--- config.mk ---
export PLATFORM = sky130hd
export DESIGN_NAME = vec_vsetvl_unit
export DESIGN_NICKNAME = d
export VERILOG_FILES = /design/src/rtl/vec_vsetvl_unit.sv
export SDC_FILE = /design/constraint.sdc
export NUM_CORES = 1
export LEC_CHECK = 0
export BUFFER_PORTS_ARGS = -buffer_cell sky130_fd_sc_hd__buf_4
export CORE_MARGIN = 3
export CORE_UTILIZATION = 55
export CTS_CLUSTER_SIZE = 40
export DETAILED_ROUTE_END_ITERATION = 8
export HOLD_SLACK_MARGIN = 0.1
export PLACE_DENSITY = 0.86
export SYNTH_ARGS = -nofsm -noshare
export SYNTH_HDL_FRONTEND = slang
export SYNTH_SLANG_ARGS = --single-unit
--- constraint.sdc ---
create_clock -name clk -period 4.8 [get_ports clk]
set_input_delay 0.24 -clock clk [delete_from_list [all_inputs] [get_ports clk]]
set_output_delay 0.24 -clock clk [all_outputs]
set_load 0.02 [all_outputs]
--- src/rtl/vec_vsetvl_unit.sv ---
// vsetvli / vsetivli / vsetvl resolver: decodes the instruction, computes the new vl and vtype,
// drives the vector CSR write port and returns the new vl to the scalar core (IDLE -> CALC -> WB).
module vec_vsetvl_unit #(
   parameter int XLEN = 32,
   parameter int VLEN = 512,
   parameter int ELEN = 32
) (
   input  logic            clk,
   input  logic            rst,
   input  logic            req_valid,
   output logic            req_ready,
   input  logic [XLEN-1:0] inst,
   input  logic [XLEN-1:0] rs1_data,
   input  logic [XLEN-1:0] rs2_data,
   input  logic [XLEN-1:0] cur_vl,
   output logic [XLEN-1:0] scalar1,
   output logic [XLEN-1:0] scalar2,
   output logic            csrwr_en,
   output logic            rd_valid,
   input  logic            rd_ready,
   output logic [4:0]      rd_addr,
   output logic [XLEN-1:0] rd_data,
   output logic            illegal
);

   localparam logic [1:0] IDLE = 2'd0;
   localparam logic [1:0] CALC = 2'd1;
   localparam logic [1:0] WB   = 2'd2;

   localparam logic [XLEN-1:0] VILL_VTYPE = {1'b1, {(XLEN-1){1'b0}}};
   localparam logic [XLEN-1:0] VLEN_X     = XLEN'(VLEN);
   localparam logic [XLEN-1:0] ELEN_X     = XLEN'(ELEN);
   localparam logic [XLEN-1:0] SEW_BASE   = XLEN'(8);

   // VLMAX = VLEN / SEW * LMUL, expressed as shifts so no divider is built
   function automatic logic [XLEN-1:0] vlmax_f(input logic [1:0] vsew, input logic [1:0] vlmul);
      vlmax_f = (VLEN_X >> (3'd3 + {1'b0, vsew})) << vlmul;
   endfunction

   logic [1:0]      state_r;
   logic            req_ready_r;
   logic [XLEN-1:0] inst_r;
   logic [XLEN-1:0] rs1_r;
   logic [XLEN-1:0] rs2_r;
   logic [XLEN-1:0] cur_vl_r;

   logic [XLEN-1:0] scalar1_r;
   logic [XLEN-1:0] scalar2_r;
   logic            csrwr_en_r;
   logic            rd_valid_r;
   logic [4:0]      rd_addr_r;
   logic [XLEN-1:0] rd_data_r;
   logic            illegal_r;

   logic            vset_op_s;
   logic            legal_s;
   logic [XLEN-1:0] vtype_s;
   logic [XLEN-1:0] avl_s;
   logic [XLEN-1:0] sew_s;
   logic [XLEN-1:0] vlmax_s;
   logic            vill_s;
   logic [XLEN-1:0] vl_s;
   logic [XLEN-1:0] vtype_out_s;
   logic            unused_s;

   assign vset_op_s = (inst_r[6:0] == 7'h57) && (inst_r[14:12] == 3'b111);

   // Decode the latched instruction and compute vl / vtype for the CALC cycle
   always_comb begin
      legal_s     = 1'b0;
      vtype_s     = '0;
      avl_s       = '0;
      vl_s        = '0;
      vtype_out_s = VILL_VTYPE;

      if (vset_op_s && (inst_r[31] == 1'b0)) begin
         legal_s = 1'b1;
         vtype_s = {{(XLEN-11){1'b0}}, inst_r[30:20]};
      end else if (vset_op_s && (inst_r[31:30] == 2'b11)) begin
         legal_s = 1'b1;
         vtype_s = {{(XLEN-10){1'b0}}, inst_r[29:20]};
      end else if (vset_op_s && (inst_r[31:25] == 7'b1000000)) begin
         legal_s = 1'b1;
         vtype_s = rs2_r;
      end else begin
         legal_s = 1'b0;
         vtype_s = '0;
      end

      // rs1 = x0 means "VLMAX" when writing a register, "keep vl" otherwise
      if (inst_r[31:30] == 2'b11) begin
         avl_s = {{(XLEN-5){1'b0}}, inst_r[19:15]};
      end else if (inst_r[19:15] != 5'd0) begin
         avl_s = rs1_r;
      end else if (inst_r[11:7] != 5'd0) begin
         avl_s = '1;
      end else begin
         avl_s = cur_vl_r;
      end

      if (vill_s) begin
         vl_s        = '0;
         vtype_out_s = VILL_VTYPE;
      end else if (avl_s <= vlmax_s) begin
         vl_s        = avl_s;
         vtype_out_s = {{(XLEN-8){1'b0}}, vtype_s[7:0]};
      end else begin
         vl_s        = vlmax_s;
         vtype_out_s = {{(XLEN-8){1'b0}}, vtype_s[7:0]};
      end
   end

   assign sew_s    = SEW_BASE << vtype_s[4:3];
   assign vlmax_s  = vlmax_f(vtype_s[4:3], vtype_s[1:0]);
   assign vill_s   = vtype_s[5] | vtype_s[2] | (sew_s > ELEN_X) | (|vtype_s[XLEN-2:8]);
   assign unused_s = vtype_s[XLEN-1];

   // Control FSM and operand capture at the request handshake
   always_ff @(posedge clk) begin
      if (rst) begin
         state_r     <= IDLE;
         req_ready_r <= 1'b1;
         inst_r      <= '0;
         rs1_r       <= '0;
         rs2_r       <= '0;
         cur_vl_r    <= '0;
      end else begin
         case (state_r)
            IDLE: begin
               if (req_valid && req_ready_r) begin
                  inst_r      <= inst;
                  rs1_r       <= rs1_data;
                  rs2_r       <= rs2_data;
                  cur_vl_r    <= cur_vl;
                  state_r     <= CALC;
                  req_ready_r <= 1'b0;
               end
            end
            CALC: begin
               state_r     <= WB;
               req_ready_r <= 1'b0;
            end
            WB: begin
               if (rd_ready) begin
                  state_r     <= IDLE;
                  req_ready_r <= 1'b1;
               end
            end
            default: begin
               state_r     <= IDLE;
               req_ready_r <= 1'b1;
            end
         endcase
      end
   end

   // Result registers; the CSR strobe fires only on the CALC -> WB edge
   always_ff @(posedge clk) begin
      if (rst) begin
         scalar1_r  <= '0;
         scalar2_r  <= VILL_VTYPE;
         csrwr_en_r <= 1'b0;
         rd_valid_r <= 1'b0;
         rd_addr_r  <= 5'd0;
         rd_data_r  <= '0;
         illegal_r  <= 1'b0;
      end else begin
         csrwr_en_r <= 1'b0;
         case (state_r)
            CALC: begin
               scalar1_r  <= legal_s ? vl_s : '0;
               scalar2_r  <= legal_s ? vtype_out_s : VILL_VTYPE;
               rd_data_r  <= legal_s ? vl_s : '0;
               rd_addr_r  <= inst_r[11:7];
               illegal_r  <= ~legal_s;
               csrwr_en_r <= legal_s;
               rd_valid_r <= 1'b1;
            end
            WB: begin
               rd_valid_r <= ~rd_ready;
            end
            default: begin
               rd_valid_r <= 1'b0;
            end
         endcase
      end
   end

   assign req_ready = req_ready_r;
   assign scalar1   = scalar1_r;
   assign scalar2   = scalar2_r;
   assign csrwr_en  = csrwr_en_r;
   assign rd_valid  = rd_valid_r;
   assign rd_addr   = rd_addr_r;
   assign rd_data   = rd_data_r;
   assign illegal   = illegal_r;

endmodule

==> results of run 1 <==
## worst max path at each step
stage                      end       from  cells past startpoint
floorplan           rd_data[5]  inst_r[5]                     16
global placement    rd_data[5]  inst_r[5]                     13
detailed placement  rd_data[5]  inst_r[5]                     13
CTS                 rd_data[5]  inst_r[5]                     13
global route        rd_data[2]  inst_r[5]                     13
finish              rd_data[2]  inst_r[5]                     12
## registers in the layout, summed over array words and instances, names as in the netlist
| name | flops |
|---|---|
| rd_valid | 1 |
| rs2_r | 31 |
| csrwr_en | 1 |
| req_ready | 1 |
| rd_data | 32 |
| inst_r | 32 |
| rd_addr | 5 |
| state_r | 2 |
| scalar2 | 9 |
| cur_vl_r | 32 |
| illegal | 1 |
| rs1_r | 32 |
## critical path: cells and delay by family (launching register included)
family	cells	cell delay, ps
adders and majority gates	1	300
DFF	1	310
and+or+nand+nor	7	2220
AOI/OAI and AO/OA	4	1330
## power by group
group,internal (mW),switching [mW],total [mW],leakage (nW)
clock network,0.872,0.540,1.41,0.292
registers,1.60,0.0707,1.67,1.46
logic,0.350,0.452,0.802,2.70
## layer usage
layer | GRT usage | part of all wire | wire, um | up-vias
li1 | - | - | - | 3479
met1 | 0.3380 | 0.37 | 8523 | 3403
met2 | 0.5405 | 0.50 | 11530 | 452
met3 | 0.07133 | 0.076 | 1752 | 127
met4 | 0.1940 | 0.057 | 1308 | 0
met5 | 0 | 0 | 0 | -
## cells by family (layout without fill, tap and decap cells)
family / after synthesis / after routing / synth area share
compound gates: 188 / 188 / 0.1442
simple gates: 395 / 395 / 0.2376
xor+xnor: 1 / 1 / 0.001200
fa+ha+maj: 10 / 10 / 0.01714
buf+inv: 118 / 382 / 0.09121
mux: 12 / 12 / 0.01714
other cells: 1 / 24 / 0.0005138
flops: 179 / 179 / 0.4910
## cell usage after synthesis (2+ instances only)
cell	n	share of area
nor4_1	16	0.014
o31ai_1	3	0.0031
nand4bb_1	3	0.0046
nand2_1	276	0.14
nand3_1	10	0.0069
a31oi_1	2	0.0017
buf_6	2	0.0031
nor3_1	5	0.0034
a21o_1	2	0.0021
a32o_1	3	0.0041
mux2i_1	11	0.015
nand2b_1	4	0.0034
o22ai_1	5	0.0043
inv_1	7	0.0036
buf_4	55	0.057
a22oi_1	5	0.0051
dfxtp_1	179	0.49
or3_1	2	0.0017
or4_4	2	0.0031
ha_1	10	0.017
buf_1	7	0.0036
a21oi_1	136	0.093
and2_1	29	0.025
nand4b_1	2	0.0024
nor2_1	28	0.014
and3_1	6	0.0051
nor2b_1	4	0.0034
o21ai_0	20	0.014
nor3b_1	3	0.0031
o221a_2	4	0.0062
clkbuf_1	46	0.024
## area by class of cell
cell class              instances  area [um2]  share of cell area
clock inverters                 4       95.09            0.009070
multi-input cells             629        3158              0.3012
clock buffers                  27       503.0             0.04798
flip-flops and latches        179        3583              0.3418
inverters                       7       26.28            0.002506
diodes                          1       2.502           0.0002387
repair buffers                344        2900              0.2766
well taps                     172       215.2             0.02053
## repair_timing
action	4_1_cts	5_1_grt
setup endpoints to repair	0	0
hold buffers	126	1
hold endpoints to repair	126	1
==> metrics.txt, run 1 <==
crit-path cells=nand4b_1, nor3_1, and2_1, a22oi_1, o311a_1, ha_1, and3_1, nand3_1, nor4_1, o221ai_2, nand4bb_1, a21oi_1; Worst Setup Path Type=flip-flop to flip-flop; post-synthesis cell area=7298 um2; Crit path largest cell delay=about 630 ps; hold depth=4; EDFF count, synth=0; Avg Cell Area, Syn=between 8 and 9 um2; Vias/cell=5.474; PD cells=370.2 nW/um2; CTS Buf Count=17; final WL=23,110 um; post-synthesis sequential area ratio=0.4910; asr flop ratio synth=0; Max-Cap Viols=0; GPL Wtd Cong=0.8394; vias=approximately 7,500; WHS=156.4 ps; Placed Area=about 8600 um2; pre-CTS setup slack=roughly 850 ps; drt wl/cell=16.96 um; final setup violation count=0; min Tclk post-route=between 4000 and 5000 ps; Critical Path AT=4590 ps; Resize count post-CTS=0; Clock Tree Buf Depth=2; leading cell types in the layout, fill and taps excluded=nand2_1, buf_4, dfxtp_1, a21oi_1, dlygate4sd3_1; Clk pin slew, worst setup/hold paths=60 ps; commonest non-fill, non-tap cell in the layout=nand2_1; number of clock sinks=179; grt total ovfl=0; # nets final=1,320; Hold WC Path Type=input port to flip-flop; worst reg2reg endpoint=rd_data[2]; Synth Register Bits=179; Synth Instances=904; main flop type after synthesis=dfxtp_1; Finished Layout Cells=1,363; Slowest cell on crit path=nor3_1; Worst R2R Start=inst_r[5]; Max VDD drop=0.2607 mV; setup slack after layout=542.3 ps; Die Ht=121.2 um; status=complete, no violations; starting density of the core=0.5714; first-pass GRT wire length=35,800 um; row cnt=41; layout cell share with drive strength beyond 1=0.2160; final hold violation count=0; CTS tree=built; r2r setup slk=540 ps; worst hold endpoint=rd_valid; crit-path max FO=11; later-pin clock latency in the skew report=420 ps; DRT iter0 DRCs=between 500 and 600; drt drc=0; core area=12,770 um2; Layout fillers=about 760; Die Footprint=14,690 um2; RSZ-0062 raised after global routing=false; vias in the first global route=between 7,000 and 8,000; Setup crit start kind=flip-flop; Root Driver=clkbuf_16; Crit. End Element=flip-flop; post-route ant nets=0; worst rel slew slack=0.2560; clk_skew=7.597 ps; Port Buffers=212; worst r2r path cells=12; area grow syn2layout=43.65%; Cells after DPL=1,204; Max Slew Vio Count=0; Max Freq=234.9 MHz; # IOs=237; hold wc startpoint=rd_ready; drt pass-1 iters=5; final worst-path cycle share=0.8870; LEAKAGE=~4.4 nW; Post-CTS Setup Bufs=0; fin util=0.8207; die width=~120 um; initial antenna violation count=0; design area=10,480 um2; # H-tree levels=4; Worst Tran Pin Value=~1100 ps; Design Power=3.881 mW; largest net degree at the start of global routing=81; Setup TNS=0 ps; all-layer global routing usage=0.3096; detailed placement HPWL=approximately 13,000 um; Yosys cell types=48; YS warnings=0; Data required, critical path=approximately 5100 ps
Note: power is estimated with default switching activity, not from simulation.
==> run 2: changes to the inputs <==
==> constraint.sdc (replaced) <==
create_clock -name clk -period 4.8 [get_ports clk]
set_input_delay 0.48 -clock clk [delete_from_list [all_inputs] [get_ports clk]]
set_output_delay 0.48 -clock clk [all_outputs]
set_load 0.02 [all_outputs]
==> run 2 against run 1 <==
  * Critical path type unchanged
  * Die area did not move
  * Critical path depth is 1 higher
  * Largest cell class unchanged
  * Sequential share of layout area increased by 5.0 points
  * Highest routed layer unchanged
==> metrics.txt, run 2 (synthesis gave the netlist of run 1 again) <==
status=complete, no violations; Placed Area=8612 um2 (unchanged); later-pin clock latency in the skew report=420 ps (about the same); initial antenna violation count=0 (unchanged); area grow syn2layout=25.44%; leading cell types in the layout, fill and taps excluded=nand2_1, buf_4, dfxtp_1, a21oi_1, and2_1; vias=6,359 (-15%); Die Footprint=14,690 um2 (unchanged); Worst Setup Path Type=flip-flop to flip-flop; GPL Wtd Cong=0.8260 (-1.6%); Clock Tree Buf Depth=2 (unchanged); Crit. End Element=flip-flop; core area=12,770 um2 (unchanged); design area=9155 um2 (-13%); PD cells=395.9 nW/um2 (+7.0%); final setup violation count=0 (unchanged); layout cell share with drive strength beyond 1=0.2441 (+0.02814); Slowest cell on crit path=nor3_1; Crit path largest cell delay=610 ps (-20 ps); grt total ovfl=0 (unchanged); Post-CTS Setup Bufs=0 (unchanged); Hold-fix buffers, CTS=0 (-100%); Vias/cell=5.157 (-5.8%); # nets final=1,193 (-9.6%); drt wl/cell=14.29 um (-16%); vias in the first global route=5,822 (-21%); crit-path max FO=11 (unchanged); final WL=17,620 um (-24%); Data required, critical path=5150 ps (+20 ps); final worst-path cycle share=0.8675 (-0.01955); Resize count post-CTS=0 (unchanged); Max VDD drop=0.2642 mV (+1.3%); DRT iter0 DRCs=415 (-29%); CTS tree=built; Worst Tran Pin Value=1069 ps (-45.74 ps); all-layer global routing usage=0.2372 (-0.07243); Max Freq=240.2 MHz (+2.3%); detailed placement HPWL=12,630 um (-0.90%); die width=121.2 um (unchanged); # IOs=237 (unchanged); first-pass GRT wire length=27,650 um (-23%); row cnt=41 (unchanged); Max-Cap Viols=0 (unchanged); drt drc=0 (unchanged); crit-path cells=nand4b_1, nor3_1, and2_1, a22oi_1, o311a_1, ha_1, o21ai_0, nand2b_1, a21oi_1, o21a_1, o221ai_2, mux2_4, o21ai_2; Setup TNS=0 ps (unchanged); Critical Path AT=4520 ps (-70 ps); drt pass-1 iters=7 (+2); commonest non-fill, non-tap cell in the layout=nand2_1; largest net degree at the start of global routing=86 (+6.2%); Clk pin slew, worst setup/hold paths=60 ps (about the same); min Tclk post-route=4164 ps (-93.86 ps); Max Slew Vio Count=0 (unchanged); Root Driver=clkbuf_16; post-route ant nets=0 (unchanged); Hold WC Path Type=input port to flip-flop; number of clock sinks=179 (unchanged); Die Ht=121.2 um (unchanged); Port Buffers=212 (unchanged); LEAKAGE=3.901 nW (-12%); clk_skew=7.323 ps (-0.2747 ps); CTS Buf Count=17 (unchanged); ANT cells=0 (-1); # H-tree levels=4 (unchanged); final hold violation count=0 (unchanged); Setup crit start kind=flip-flop; worst rel slew slack=0.2865 (+0.03053); RSZ-0062 raised after global routing=false; starting density of the core=0.5714 (unchanged)
-- run 2: changes by cell type in the layout (fill, tap and decap cells not counted) --
| cell | before | now |
|---|---|---|
| clkbuf_1 | 6 | 2 |
| dlygate4sd3_1 | 127 | 0 |
| bufinv_16 | 3 | 1 |
| clkinv_2 | 1 | 5 |
| diode_2 | 1 | 0 |
-- run 2: worst paths after layout --
path | to | cells past startpoint | startpoint | slack (ps)
max | rd_data[5] | 13 | inst_r[5] | 640
min reg2reg | rs1_r[29] | 2 | rs1_r[29] | 450
min | rs2_r[2] | 3 | rs2_data[2] | 300
max reg2reg | rd_data[5] | 13 | inst_r[5] | 640
-- run 2: layout make-up --
type                       count  area, um2
fill                        1034       3618
sequential                   179       3583
multi-input combinational    629       3158
timing repair buffer         217       1629
clock buffer                  23      488.0
tap                          172      215.2
clock inverter                 6      55.05
inverter                       7      26.28
-- run 2: metrics by stage --
stage | util | hold WS (ps) | setup slack (ps) | power, mW | std cells
6_report | 0.7167 | 304.0 | 636.2 | 3.625 | 1233
2_1_floorplan | - | 431.1 | 1486 | 2.171 | 926
3_3_place_gp | 0.6742 | 437.1 | 922.6 | 2.347 | 1204
4_1_cts | 0.7167 | 289.2 | 689.6 | 3.646 | 1233
5_1_grt | 0.7167 | 289.7 | 319.8 | 3.811 | 1233
3_5_place_dp | 0.6742 | 444.4 | 848.6 | 2.366 | 1204
-- run 2: critical path, delay by kind of cell (launching register included) --
kind / cells / cell delay, ps
DFF: 1 / 310
AOI/OAI and AO/OA: 7 / 1750
adders and majority gates: 1 / 300
muxes: 1 / 360
and+or+nand+nor: 4 / 1370
-- run 2: per-layer routing --
layer  up-vias  part of all wire  track usage
li1       3226                 -            -
met1      2870              0.41       0.2880
met2       226              0.48       0.3915
met3        37             0.080      0.08159
met4         0             0.024      0.08543
met5         -                 0            0
-- run 2: power breakdown --
group          internal [mW]  switching (mW)  total (mW)  leakage (nW)
logic                  0.282           0.399       0.682          2.17
clock network          0.756           0.528        1.28         0.274
registers               1.60          0.0637        1.66          1.46
==> run 3: changes to the inputs <==
--- a/config.mk
+++ b/config.mk
@@ -7,11 +7,9 @@
 export LEC_CHECK = 0
 export BUFFER_PORTS_ARGS = -buffer_cell sky130_fd_sc_hd__buf_4
 export CORE_MARGIN = 3
-export CORE_UTILIZATION = 55
-export CTS_CLUSTER_SIZE = 40
+export CORE_UTILIZATION = 35
 export DETAILED_ROUTE_END_ITERATION = 8
-export HOLD_SLACK_MARGIN = 0.1
-export PLACE_DENSITY = 0.86
+export HOLD_SLACK_MARGIN = 0.03
 export SYNTH_ARGS = -nofsm -noshare
 export SYNTH_HDL_FRONTEND = slang
 export SYNTH_SLANG_ARGS = --single-unit
==> run 3 against run 2 <==
  * First-iteration DRC count is 28% lower
  * Wire length is 6.4% higher
  * Clock power is 9% higher
==> metrics.txt, run 3 (synthesis gave the netlist of run 1 again) <==
Port Buffers=212 (unchanged); die width=150.4 um (+24%); Max-Cap Viols=0 (unchanged); leading cell types in the layout, fill and taps excluded=nand2_1, buf_4, dfxtp_1, a21oi_1, and2_1; ANT cells=0 (unchanged); GPL Wtd Cong=0.7715 (-6.6%); Data required, critical path=5090 ps (-60 ps); Setup TNS=0 ps (unchanged); Die Ht=150.4 um (+24%); DR top layer=met4; Critical Path AT=4430 ps (-90 ps); Worst Tran Pin Value=1128 ps (+58.50 ps); crit-path max FO=11 (unchanged); layout cell share with drive strength beyond 1=0.2481 (+0.004011); detailed placement HPWL=13,490 um (+6.8%); grt total ovfl=0 (unchanged); final setup violation count=0 (unchanged); CTS Buf Count=17 (unchanged); # H-tree levels=4 (unchanged); Crit. End Element=flip-flop; final hold violation count=0 (unchanged); Die Footprint=22,620 um2 (+54%); LEAKAGE=3.915 nW (+0.36%); Max Slew Vio Count=0 (unchanged); starting density of the core=0.3584 (-0.2130); Vias/cell=4.650 (-9.8%); initial antenna violation count=0 (unchanged); CTS tree=built; PD cells=401.1 nW/um2 (+1.3%); core area=20,360 um2 (+59%); met2 wire length=8488 um (-0.56%); M1 WL=8701 um (+20%); # nets final=1,193 (unchanged); Worst Setup Path Type=flip-flop to flip-flop; largest net degree at the start of global routing=92 (+7.0%); min Tclk post-route=4141 ps (-22.57 ps); later-pin clock latency in the skew report=420 ps (about the same); number of clock sinks=179 (unchanged); Max Freq=241.5 MHz (+0.55%); Setup crit start kind=flip-flop; clk_skew=6.999 ps (-0.3233 ps); all-layer global routing usage=0.1607 (-0.07646); commonest non-fill, non-tap cell in the layout=nand2_1; drt drc=0 (unchanged); area grow syn2layout=27.91%; Clk pin slew, worst setup/hold paths=70 ps (about the same); Hold WC Path Type=input port to flip-flop; DRT iter0 DRCs=299 (-28%); row cnt=52 (+27%); Post-CTS Setup Bufs=0 (unchanged); Hold-fix buffers, CTS=0 (unchanged); Max VDD drop=0.2172 mV (-18%); worst rel slew slack=0.2475 (-0.03904); RSZ-0062 raised after global routing=false; final worst-path cycle share=0.8628 (-0.004703); # IOs=237 (unchanged); first-pass GRT wire length=28,760 um (+4.0%); status=complete, no violations; Finished Layout Cells=1,334 (+8.2%); Resize count post-CTS=0 (unchanged); Root Driver=clkbuf_16; Clock Tree Buf Depth=2 (unchanged); drt wl/cell=14.05 um (-1.7%); drt pass-1 iters=4 (-3); final WL=18,740 um (+6.4%); vias=6,203 (-2.5%); metal3 WL=1421 um (+1.4%); post-route ant nets=0 (unchanged); Cells after DPL=1,302 (+8.1%); vias in the first global route=5,632 (-3.3%)
-- run 3: critical path, stage by stage, from the launching register on --
cell and delay, ps:
dfxtp_1 310, nand4b_1 270, nor3_1 590, and2_1 410
a22oi_1 310, nor4_1 470, inv_1 90, ha_1 330
a21o_1 120, a21oi_1 60, o21a_1 110, o221ai_2 550
mux2i_1 300, o21ai_0 90
-- run 3: per-layer routing --
metal	GRT usage	vias to the layer above
li1	-	3227
met1	0.2168	2802
met2	0.2480	167
met3	0.05268	7
met4	0.04254	0
met5	0	-
-- run 3: metrics by stage --
| stage | hold WS, ps | cell area, um2 | power [mW] | setup slack, ps | utilization |
|---|---|---|---|---|---|
| after floorplan | 431.1 | 7381 | 2.171 | 1486 | - |
| after global placement | 438.5 | 8735 | 2.378 | 838.1 | 0.4289 |
| after detailed placement | 447.0 | 8735 | 2.388 | 773.7 | 0.4289 |
| after CTS | 280.6 | 9335 | 3.800 | 757.1 | 0.4584 |
| after global routing | 292.3 | 9335 | 3.960 | 416.0 | 0.4584 |
| final | 302.2 | 9335 | 3.745 | 658.8 | 0.4584 |
-- run 3: power breakdown --
group	internal, mW	switching (mW)
Combinational	0.282	0.403
Sequential	1.59	0.0626
Clock	0.803	0.599
-- run 3: area by class of cell --
type	instances	area, um2
Timing Repair Buffer	217	1629
Fill cell	2109	11030
Multi-Input combinational cell	629	3158
Clock buffer	19	452.9
Clock inverter	13	147.6
Inverter	7	26.28
Tap cell	270	337.8
Sequential cell	179	3583
-- run 3: final timing paths --
check	from	endpoint	slack, ps	cells past startpoint
min	rs2_data[5]	rs2_r[5]	300	3
max	inst_r[5]	rd_data[8]	660	13
max reg2reg	inst_r[5]	rd_data[8]	660	13
min reg2reg	rs1_r[29]	rs1_r[29]	450	2
